**src/rtl/m_ext_pkg.sv**
```systemverilog
// ---------------------------------------------------------------------------
// m_ext_pkg: shared types and constants for the RV32M execute-path units.
// Rev 1.0
// ---------------------------------------------------------------------------
`default_nettype none

package m_ext_pkg;

  localparam int DIV_WIDTH  = 32;
  localparam int DIV_CYCLES = DIV_WIDTH;

  // RISC-V results for divide-by-zero and signed overflow quotients.
  localparam logic [DIV_WIDTH-1:0] DIV_DZ_QUOT  = '1;
  localparam logic [DIV_WIDTH-1:0] DIV_OVF_QUOT = {1'b1, {(DIV_WIDTH-1){1'b0}}};

  typedef enum logic [1:0] {
    IDLE  = 2'd0,
    CALC  = 2'd1,
    FIXUP = 2'd2,
    DONE  = 2'd3
  } div_state_t;

endpackage

`default_nettype wire

```
**src/rtl/div_step.sv**
```systemverilog
// ---------------------------------------------------------------------------
// div_step: one combinational radix-2 restoring division iteration.
// Rev 1.0
// ---------------------------------------------------------------------------
`default_nettype none

module div_step #(
  parameter int WIDTH = 32
) (
  input  logic [WIDTH-1:0] rem_i,
  input  logic             bit_i,
  input  logic [WIDTH-1:0] divisor_i,
  output logic [WIDTH-1:0] rem_o,
  output logic             qbit_o
);

  logic [WIDTH:0]   w_trial;
  logic [WIDTH-1:0] w_diff;

  assign w_trial = {rem_i, bit_i};
  // Only consumed when trial >= divisor, so the difference always fits WIDTH bits.
  assign w_diff  = w_trial[WIDTH-1:0] - divisor_i;
  assign qbit_o  = (w_trial >= {1'b0, divisor_i});
  assign rem_o   = qbit_o ? w_diff : w_trial[WIDTH-1:0];

endmodule

`default_nettype wire

```
**src/rtl/restoring_divider.sv**
```systemverilog
// ---------------------------------------------------------------------------
// restoring_divider: iterative radix-2 restoring divider for DIV/DIVU/REM/REMU.
// Rev 1.0
// ---------------------------------------------------------------------------
`default_nettype none

module restoring_divider
  import m_ext_pkg::*;
#(
  parameter int WIDTH = DIV_WIDTH
) (
  input  logic             clk,
  input  logic             rst_n,
  input  logic             start,
  input  logic             is_signed,
  input  logic [WIDTH-1:0] dividend,
  input  logic [WIDTH-1:0] divisor,
  output logic [WIDTH-1:0] quotient,
  output logic [WIDTH-1:0] remainder,
  output logic             done
);

  localparam int                 C_CNT_W    = $clog2(WIDTH);
  localparam logic [C_CNT_W-1:0] C_LAST     = C_CNT_W'(WIDTH - 1);
  localparam logic [WIDTH-1:0]   C_DZ_QUOT  = WIDTH'($signed(DIV_DZ_QUOT));
  localparam logic [WIDTH-1:0]   C_OVF_QUOT = {DIV_OVF_QUOT[DIV_WIDTH-1], {(WIDTH-1){1'b0}}};

  div_state_t state_q, state_d;

  logic [WIDTH-1:0]   a_mag_q;
  logic [WIDTH-1:0]   b_mag_q;
  logic [WIDTH-1:0]   prem_q;
  logic [WIDTH-1:0]   qsh_q;
  logic [WIDTH-1:0]   orig_q;
  logic [WIDTH-1:0]   quot_q;
  logic [WIDTH-1:0]   rem_q;
  logic [C_CNT_W-1:0] cnt_q;
  logic               negq_q;
  logic               negr_q;
  logic               dz_q;
  logic               ovf_q;

  logic             w_a_neg;
  logic             w_b_neg;
  logic             w_dz;
  logic             w_ovf;
  logic [WIDTH-1:0] w_step_rem;
  logic             w_step_qbit;

  assign w_a_neg = is_signed & dividend[WIDTH-1];
  assign w_b_neg = is_signed & divisor[WIDTH-1];
  assign w_dz    = (divisor == '0);
  assign w_ovf   = is_signed & (dividend == C_OVF_QUOT) & (divisor == '1);

  div_step #(
    .WIDTH(WIDTH)
  ) u_step (
    .rem_i    (prem_q),
    .bit_i    (a_mag_q[WIDTH-1]),
    .divisor_i(b_mag_q),
    .rem_o    (w_step_rem),
    .qbit_o   (w_step_qbit)
  );

  always_comb begin
    state_d = state_q;
    done    = 1'b0;
    case (state_q)
      IDLE: begin
        done = !start;
        if (start) state_d = (w_dz | w_ovf) ? FIXUP : CALC;
      end
      CALC:    if (cnt_q == C_LAST) state_d = FIXUP;
      FIXUP:   state_d = DONE;
      DONE: begin
        done    = 1'b1;
        state_d = IDLE;
      end
      default: state_d = IDLE;
    endcase
  end

  always_ff @(posedge clk) begin
    if (!rst_n) begin
      state_q <= IDLE;
      quot_q  <= '0;
      rem_q   <= '0;
      a_mag_q <= '0;
      b_mag_q <= '0;
      prem_q  <= '0;
      qsh_q   <= '0;
      orig_q  <= '0;
      cnt_q   <= '0;
      negq_q  <= 1'b0;
      negr_q  <= 1'b0;
      dz_q    <= 1'b0;
      ovf_q   <= 1'b0;
    end else begin
      state_q <= state_d;
      case (state_q)
        IDLE: begin
          if (start) begin
            negq_q  <= is_signed & (dividend[WIDTH-1] ^ divisor[WIDTH-1]) & !w_dz;
            negr_q  <= w_a_neg;
            a_mag_q <= w_a_neg ? (~dividend + 1'b1) : dividend;
            b_mag_q <= w_b_neg ? (~divisor + 1'b1) : divisor;
            orig_q  <= dividend;
            dz_q    <= w_dz;
            ovf_q   <= w_ovf;
            cnt_q   <= '0;
            prem_q  <= '0;
          end
        end
        CALC: begin
          prem_q  <= w_step_rem;
          qsh_q   <= {qsh_q[WIDTH-2:0], w_step_qbit};
          a_mag_q <= {a_mag_q[WIDTH-2:0], 1'b0};
          cnt_q   <= cnt_q + 1'b1;
        end
        FIXUP: begin
          // Results only ever move here, so they hold across the next operation.
          if (dz_q) begin
            quot_q <= C_DZ_QUOT;
            rem_q  <= orig_q;
          end else if (ovf_q) begin
            quot_q <= C_OVF_QUOT;
            rem_q  <= '0;
          end else begin
            quot_q <= negq_q ? (~qsh_q + 1'b1) : qsh_q;
            rem_q  <= negr_q ? (~prem_q + 1'b1) : prem_q;
          end
        end
        default: ;
      endcase
    end
  end

  assign quotient  = quot_q;
  assign remainder = rem_q;

endmodule

`default_nettype wire

```
**config.mk**
```make
export PLATFORM = sky130hd
export DESIGN_NAME = restoring_divider
export DESIGN_NICKNAME = d
export VERILOG_FILES = /design/src/rtl/m_ext_pkg.sv /design/src/rtl/div_step.sv /design/src/rtl/restoring_divider.sv
export SDC_FILE = /design/constraint.sdc
export NUM_CORES = 1
export LEC_CHECK = 0
export CAP_MARGIN = 20
export CORE_ASPECT_RATIO = 0.5
export CORE_MARGIN = 2
export CORE_UTILIZATION = 40
export DETAILED_ROUTE_END_ITERATION = 16
export GPL_ROUTABILITY_DRIVEN = 0
export HOLD_SLACK_MARGIN = 0.15
export PLACE_DENSITY = 0.66
export SLEW_MARGIN = 10
export SYNTH_ARGS = -nofsm -noshare
export SYNTH_HDL_FRONTEND = slang
export SYNTH_SLANG_ARGS = --single-unit
```
**constraint.sdc**
```tcl
create_clock -name clk -period 3.5 [get_ports clk]
set_clock_uncertainty 0.05 [all_clocks]
set_input_delay 0.7 -clock clk [delete_from_list [all_inputs] [get_ports clk]]
set_output_delay 0.7 -clock clk [all_outputs]
set_load 0.005 [all_outputs]
```
==> results.yml <==
timing:
  slew_viol_final: 0
  layout_min_cycle_time_ns: 3.33
  grt_setup_unrepaired: "false"
  fmaxAchievable_mhz: 300
  worstMarginPinSlew_ns: 1.08
  timing.hold.ws_ns: 0.412
  relSlewSlack_pct: 27.6
  tns_ns: 0
  finalHoldViolCount: 0
  setup_viol: 0
  post-route-period-util_pct: 95.1
finish:
  final_cells: 2275
  nNetsFinal: 1931
  num_antenna_cells: 0
  drive_above_1_share_pct: 8.34
  area_growth_pct: 19.7
clock_tree:
  cts_hold_buf: 0
  clock-sinks: 235
  numCtsBuffers: 24
  postCtsSetupRepairBufs: 0
  ctsRootBufferMaster: "clkbuf_16"
  clk_path_buf_depth: 3
  clk_pin_slew_worst_paths_ns: 0.07
  cts_tree: "done"
  cts_max_level: 1
  clk_latency_ns: 0.54
synthesis:
  synthArstFlopShare_pct: 0
  ys_seq_elements: 235
  synth_edf_count: 0
  synth.avg_cell_area_sq_um: 8.02
  synth_cell_types: 68
  synth_top_flop_cell: "dfxtp_1"
  yosysSeqAreaShare_pct: 34.2
  netlist_instances: 1717
  syn-cell-area_sq_um: 13800
  syn_nets: 1829
  synth_warnings: 0
placement:
  placed_cells: 2234
  portBuffers: 132
  dp_hpwl_um: 27400
floorplanning:
  die_y_um: 135
  num_rows: 47
  io_pins: 133
  dieArea_sq_um: 36000
  die_w_um: 266
  start_util_pct: 41.2
  core_sq_um: 33500
grt:
  track_usage_pct: 21.2
  grt_pass1_vias: 11500
  grt_max_degree: 205
  antenna_found_initial: 0
  grt_overflow_total: 0
  grt_pass1_wl_um: 61900
route:
  vias: 12500
  drt_pass1_iterations: 7
  drt-initial-drc-count: 1002
  wire_per_inst_um: 16.8
  totalWireLength_um: 38300
  via_per_inst: 5.47
  ant_nets: 0
  drc: 0
pwr:
  p_leak_uw: 0.00662
  peakVddDrop_v: 0.000390
  power_density_nw_per_um2: 621
  power_uw: 10200
critical_path:
  crit_fanout: 10
  crit_type: "flop to output port"
  worstSetupEndpointType: "output port"
  cp_slowest_cell: "clkdlybuf4s50_1"
  path_buf_inv: 2
  crit_arrival_ns: 2.58
  path_delay_family: "buffers and inverters"
  startpoint_type: "flop"
  cp_data_required_time_ns: 2.75
  critPathMaxStageDelay_ns: 0.54
  crit_path_frequent_cell: "nor2_1"
  crit_chain: "inv_1 -> ha_1 -> nor2b_2 -> nor2_1 -> nor2_1 -> clkdlybuf4s50_1"
  rrSetupSlack_ns: 0.38
job:
  maxCapViolCount: 0
outcome:
  status: "completed"
worst_hold_path:
  min_path_type: "flop to flop"
[where the power goes]
part | internal [uW] | total [uW] | leakage, uW | switching (uW)
Clock | 1480 | 2590 | 0.000393 | 1120
Sequential | 3260 | 3630 | 0.00191 | 366
Combinational | 1730 | 4020 | 0.00431 | 2290
Total | 6460 | 10200 | 0.00662 | 3780
[worst min-delay path, stage by stage (launching register included)]
cell	delay (ns)
dfxtp_1	0.31
nand2_1	0.05
a21boi_0	0.06
[synth_stat cells (3+ instances only)]
cell type,count,area (sq um)
or4_1,12,90.1
xor2_1,81,709
nor2b_1,41,257
or3_1,10,62.6
a21oi_2,4,35.0
o211ai_1,12,90.1
buf_4,3,22.5
o211a_1,38,380
o31ai_1,27,203
and2_1,12,75.1
o21ai_1,12,60.1
nor2_1,97,364
nor3_1,24,120
nor4_1,10,62.6
o21ai_0,137,686
o221a_2,21,236
o41ai_1,16,140
a211oi_1,5,37.5
ha_1,43,538
nand3_1,27,135
mux2i_1,35,350
clkbuf_1,100,375
a21o_1,16,120
dfxtp_1,235,4700
o21a_1,3,22.5
buf_1,5,18.8
nand4_1,20,125
xnor2_1,62,543
nand2_1,275,1030
and3_1,8,50.1
nand2b_1,8,50.1
inv_1,55,206
a221oi_1,5,43.8
nor3b_1,6,45.0
buf_2,7,35.0
a32oi_1,9,78.8
a22oi_1,23,173
a21boi_0,63,473
a22o_1,6,52.6
a21oi_1,98,490
o21bai_1,4,30.0
a31oi_1,7,43.8
[kinds of logic (layout without fill, tap and decap cells)]
group           after synthesis  count (layout)  synth area share [%]
simple gates                566             566                  19.4
compound gates              522             522                  25.9
flops                       235             235                  34.2
buf+inv                     172             289                  4.85
xor+xnor                    143             143                  9.09
fa+ha+maj                    44              44                  4.05
mux                          35              35                  2.54
[final timing paths]
kind | to | cells past startpoint | from
max | done | 6 | state_q[1]
min | a_mag_q[3] | 2 | a_mag_q[3]
max reg2reg | prem_q[8] | 12 | b_mag_q[9]
min reg2reg | a_mag_q[3] | 2 | a_mag_q[3]
[registers in the layout, summed over array words and instances (netlist names), 2 cells and up]
signal,cells
state_q,2
remainder,32
orig_q,32
cnt_q,5
b_mag_q,32
qsh_q,32
prem_q,32
a_mag_q,32
quotient,32
[routing by layer]
layer	vias to the layer above	part of all wire, %	track usage (%)
met3	54	4.8	2.96
li1	6282	-	-
met2	280	45	34.2
met1	5839	48	29.9
met5	-	0	0
met4	0	2.2	5.24
[cell usage in the layout, fill, tap and decap left out, types with 8 or more instances in the layout]
cell type and n:
a21boi_0 63, a21o_1 16, a21oi_1 98, a22oi_1 23, a32oi_1 9, and2_1 11, and3_1 8, buf_4 59
clkbuf_16 24, clkdlybuf4s50_1 131, dfxtp_1 235, ha_1 41, inv_1 55, mux2i_1 35, nand2_1 275, nand2b_1 8
nand3_1 27, nand4_1 20, nor2_1 96, nor2b_1 40, nor3_1 24, nor4_1 10, o211a_1 38, o211ai_1 12
o21ai_0 137, o21ai_1 11, o221a_2 21, o31ai_1 27, o41ai_1 16, or3_1 10, or4_1 12, xnor2_1 62
xor2_1 81
[repair_timing]
item,CTS,global route
resized for setup,0,1
endpoints found under the setup margin,0,1
endpoints found under the hold margin,0,0
[cell type report]
cell class / count / area (sq um)
Timing Repair Buffer: 193 / 1810
Clock buffer: 33 / 704
Fill cell: 3271 / 17000
Multi-Input combinational cell: 1310 / 8430
Sequential cell: 235 / 4700
Tap cell: 441 / 552
Inverter: 55 / 206
Clock inverter: 8 / 76.3
[stage by stage]
step	setup WS, ns	area (sq um)	utilization [%]
2_1_floorplan	0.684	13800	-
3_3_place_gp	0.190	15700	46.9
4_1_cts	0.0246	16500	49.3
5_1_grt	0.00438	16500	49.3
3_5_place_dp	0.170	15700	46.9
6_report	0.171	16500	49.3
(Power assumes the default switching activity.)
==> RTL change, RTL diff (same flow settings) <==
Register the output `quotient` once more, without a reset; this adds one clock of latency there. The other outputs are not delayed to match.
--- a/src/rtl/restoring_divider.sv
+++ b/src/rtl/restoring_divider.sv
@@ -135,7 +135,9 @@
     end
   end
 
-  assign quotient  = quot_q;
+  always_ff @(posedge clk) begin
+    quotient <= quot_q;
+  end
   assign remainder = rem_q;
 
 endmodule
Function: changed (Yosys sat finds a counterexample within 4 cycles, from zero or initial values and one cycle with rst_n low).
==> RTL change against the original RTL <==
- area after synthesis grew 3.5%
- total power grew 6.5%
- cell area grew 5.3%
- setup slack gained 150 ps
- routed wire length grew 2.0%
- combinational power is essentially flat
- sequential cell count grew 32
- largest power group is now sequential cells
- utilization grew 0.65 points
==> RTL change: results (changes against the original RTL) <==
stage;metric;value;unit;change
run_status;outcome;complete, no violations;;unchanged
clock_network;CTS H-tree lvls;1;;unchanged
routing;vias;12757;;was 12,455
global_routing;pin count of the biggest net entering global routing;99;;was 205
clock_network;Clock Path Buffers;3;;unchanged
critical_path;r2r setup slk;380;ps;about the same
synth;largest cells by area after synthesis;dfxtp_1 38%, nand2_1 7.0%, o21ai_0 5.9%;;was dfxtp_1 34%, nand2_1 7.5%, xor2_1 5.2%
clock_network;Setup Buffers After CTS;0;;unchanged
pwr;worst vdd ir;0.357;mV;was 0.390 mV
critical_path;beginning of the worst register-to-register path;a_mag_q[31]$_SDFFE_PN0P_;;was b_mag_q[9]$_SDFFE_PN0P_
global_routing;vias in the first global route;11799;;was 11,521
clock_network;cts bufs inserted;26;;was 24
critical_path;Crit Path Max Fanout;9;;was 10
place;Setup WS pre-CTS;-103;ps;was 170 ps
place;IO buf count;132;;unchanged
sta;slew margin rel.;37.5;%;was 27.6%
clock_network;worst skew pair latency;550;ps;
hold_path;hold path cells;0;;was 2
synth;Seq/Total Area, Yosys;37.5;%;was 34.2%
place;hpwl dp;28500;um;was 27,400 um
hold_path;hold_sp;quot_q[13]$_SDFFE_PN0P_;;was a_mag_q[3]$_SDFFE_PN0P_
critical_path;Crit. Startpoint;state_q[0]$_SDFFE_PN0P_;;was state_q[1]$_SDFFE_PN0P_
global_routing;first-pass GRT wire length;63300;um;was 61,900 um
finish;commonest non-fill, non-tap cell in the layout;dfxtp_1;;was nand2_1
synth;post-synth cell types;63;;was 68
routing;Iter 0 DRT Violations;1059;;was 1,002
routing;Wirelength per Cell;16.6;um;was 16.8 um
clock_network;Root Buffer;clkbuf_16;;unchanged
critical_path;R2R cell count;13;;was 12
hold_path;Hold Path Sink;quotient[13]$_DFF_P_;;was a_mag_q[3]$_SDFFE_PN0P_
synth;syn nets;1837;;was 1,829
synth;top cells by count, synth;267 x dfxtp_1, 264 x nand2_1, 167 x o21ai_0;;was 275 x nand2_1, 235 x dfxtp_1, 137 x o21ai_0
pwr;Pleak;7.18;nW;was 6.62 nW
critical_path;arrival time worst endpoint;2420;ps;was 2580 ps
critical_path;FF-to-FF End;prem_q[30]$_SDFFE_PN0P_;;was prem_q[8]$_SDFFE_PN0P_
global_routing;Total GRT Usage;20.8;%;was 21.2%
hold_path;HP Class;reg -> reg;;unchanged
finish;fraction of layout cells with a size suffix above 1;8.50;%;was 8.34%
finish;nets;1975;;was 1,931
routing;first-pass detailed-route iteration total;5;;was 7
place;dpl cell area;16500;um^2;was 15,700 um^2
[RTL change: timing repair]
action | CTS | global route
setup endpoints to repair | 0 | 32
hold endpoints to repair | 0 | 0
hold buffers | 0 | 0
resized for setup | 0 | 4
[RTL change: per-layer routing]
layer	vias to the layer above	track usage, %	share of wire [%]
met5	-	0	0
met3	53	2.79	4.6
met4	0	5.62	2.4
li1	6393	-	-
met2	277	34.4	46
met1	6034	28.7	47
[RTL change: worst max-delay path by stage]
stage	cells after the start	end	slack, ps
2_1_floorplan	11	prem_q[12]$_SDFFE_PN0P_	550
3_3_place_gp	10	a_mag_q[30]$_SDFFE_PN0P_	3
3_5_place_dp	10	a_mag_q[30]$_SDFFE_PN0P_	-100
4_1_cts	11	prem_q[22]$_SDFFE_PN0P_	140
5_1_grt	12	prem_q[14]$_SDFFE_PN0P_	80
6_report	5	done	330
[RTL change: critical path, stage by stage (launching register included)]
cell and delay, ps:
dfxtp_1 350, inv_1 150, ha_1 390, nand2b_1 160
a21oi_1 270, clkdlybuf4s50_1 560
[RTL change: logic make-up (layout without fill, tap and decap cells)]
group / Yosys count / in the layout / synth area share (%)
AO/OA/AOI/OAI: 550 / 550 / 25.9
AND/OR/NAND/NOR: 511 / 511 / 16.7
flip-flops: 267 / 267 / 37.5
buffers and inverters: 174 / 332 / 4.63
XOR/XNOR: 139 / 139 / 8.54
adder cells (fa/ha/maj): 44 / 44 / 3.92
multiplexers: 40 / 40 / 2.81
[RTL change: cell type report]
cell class | count | area [um^2]
fill | 3359 | 17400
multi-input combinational | 1284 | 8310
sequential | 267 | 5350
timing repair buffer | 221 | 2020
clock buffer | 33 | 727
tap | 475 | 594
inverter | 63 | 236
clock inverter | 15 | 129
[RTL change: through the flow]
step	hold slack [ps]	util (%)	instances
6_report	301	49.9	2358
5_1_grt	308	49.9	2358
4_1_cts	302	49.8	2357
3_5_place_dp	287	47.4	2309
3_3_place_gp	282	47.4	2309
2_1_floorplan	276	-	1725
[RTL change: where the power goes]
part | internal, mW | switching, mW
Clock | 1.56 | 1.29
Combinational | 1.74 | 2.27
Sequential | 3.70 | 0.350
Total | 7.00 | 3.91
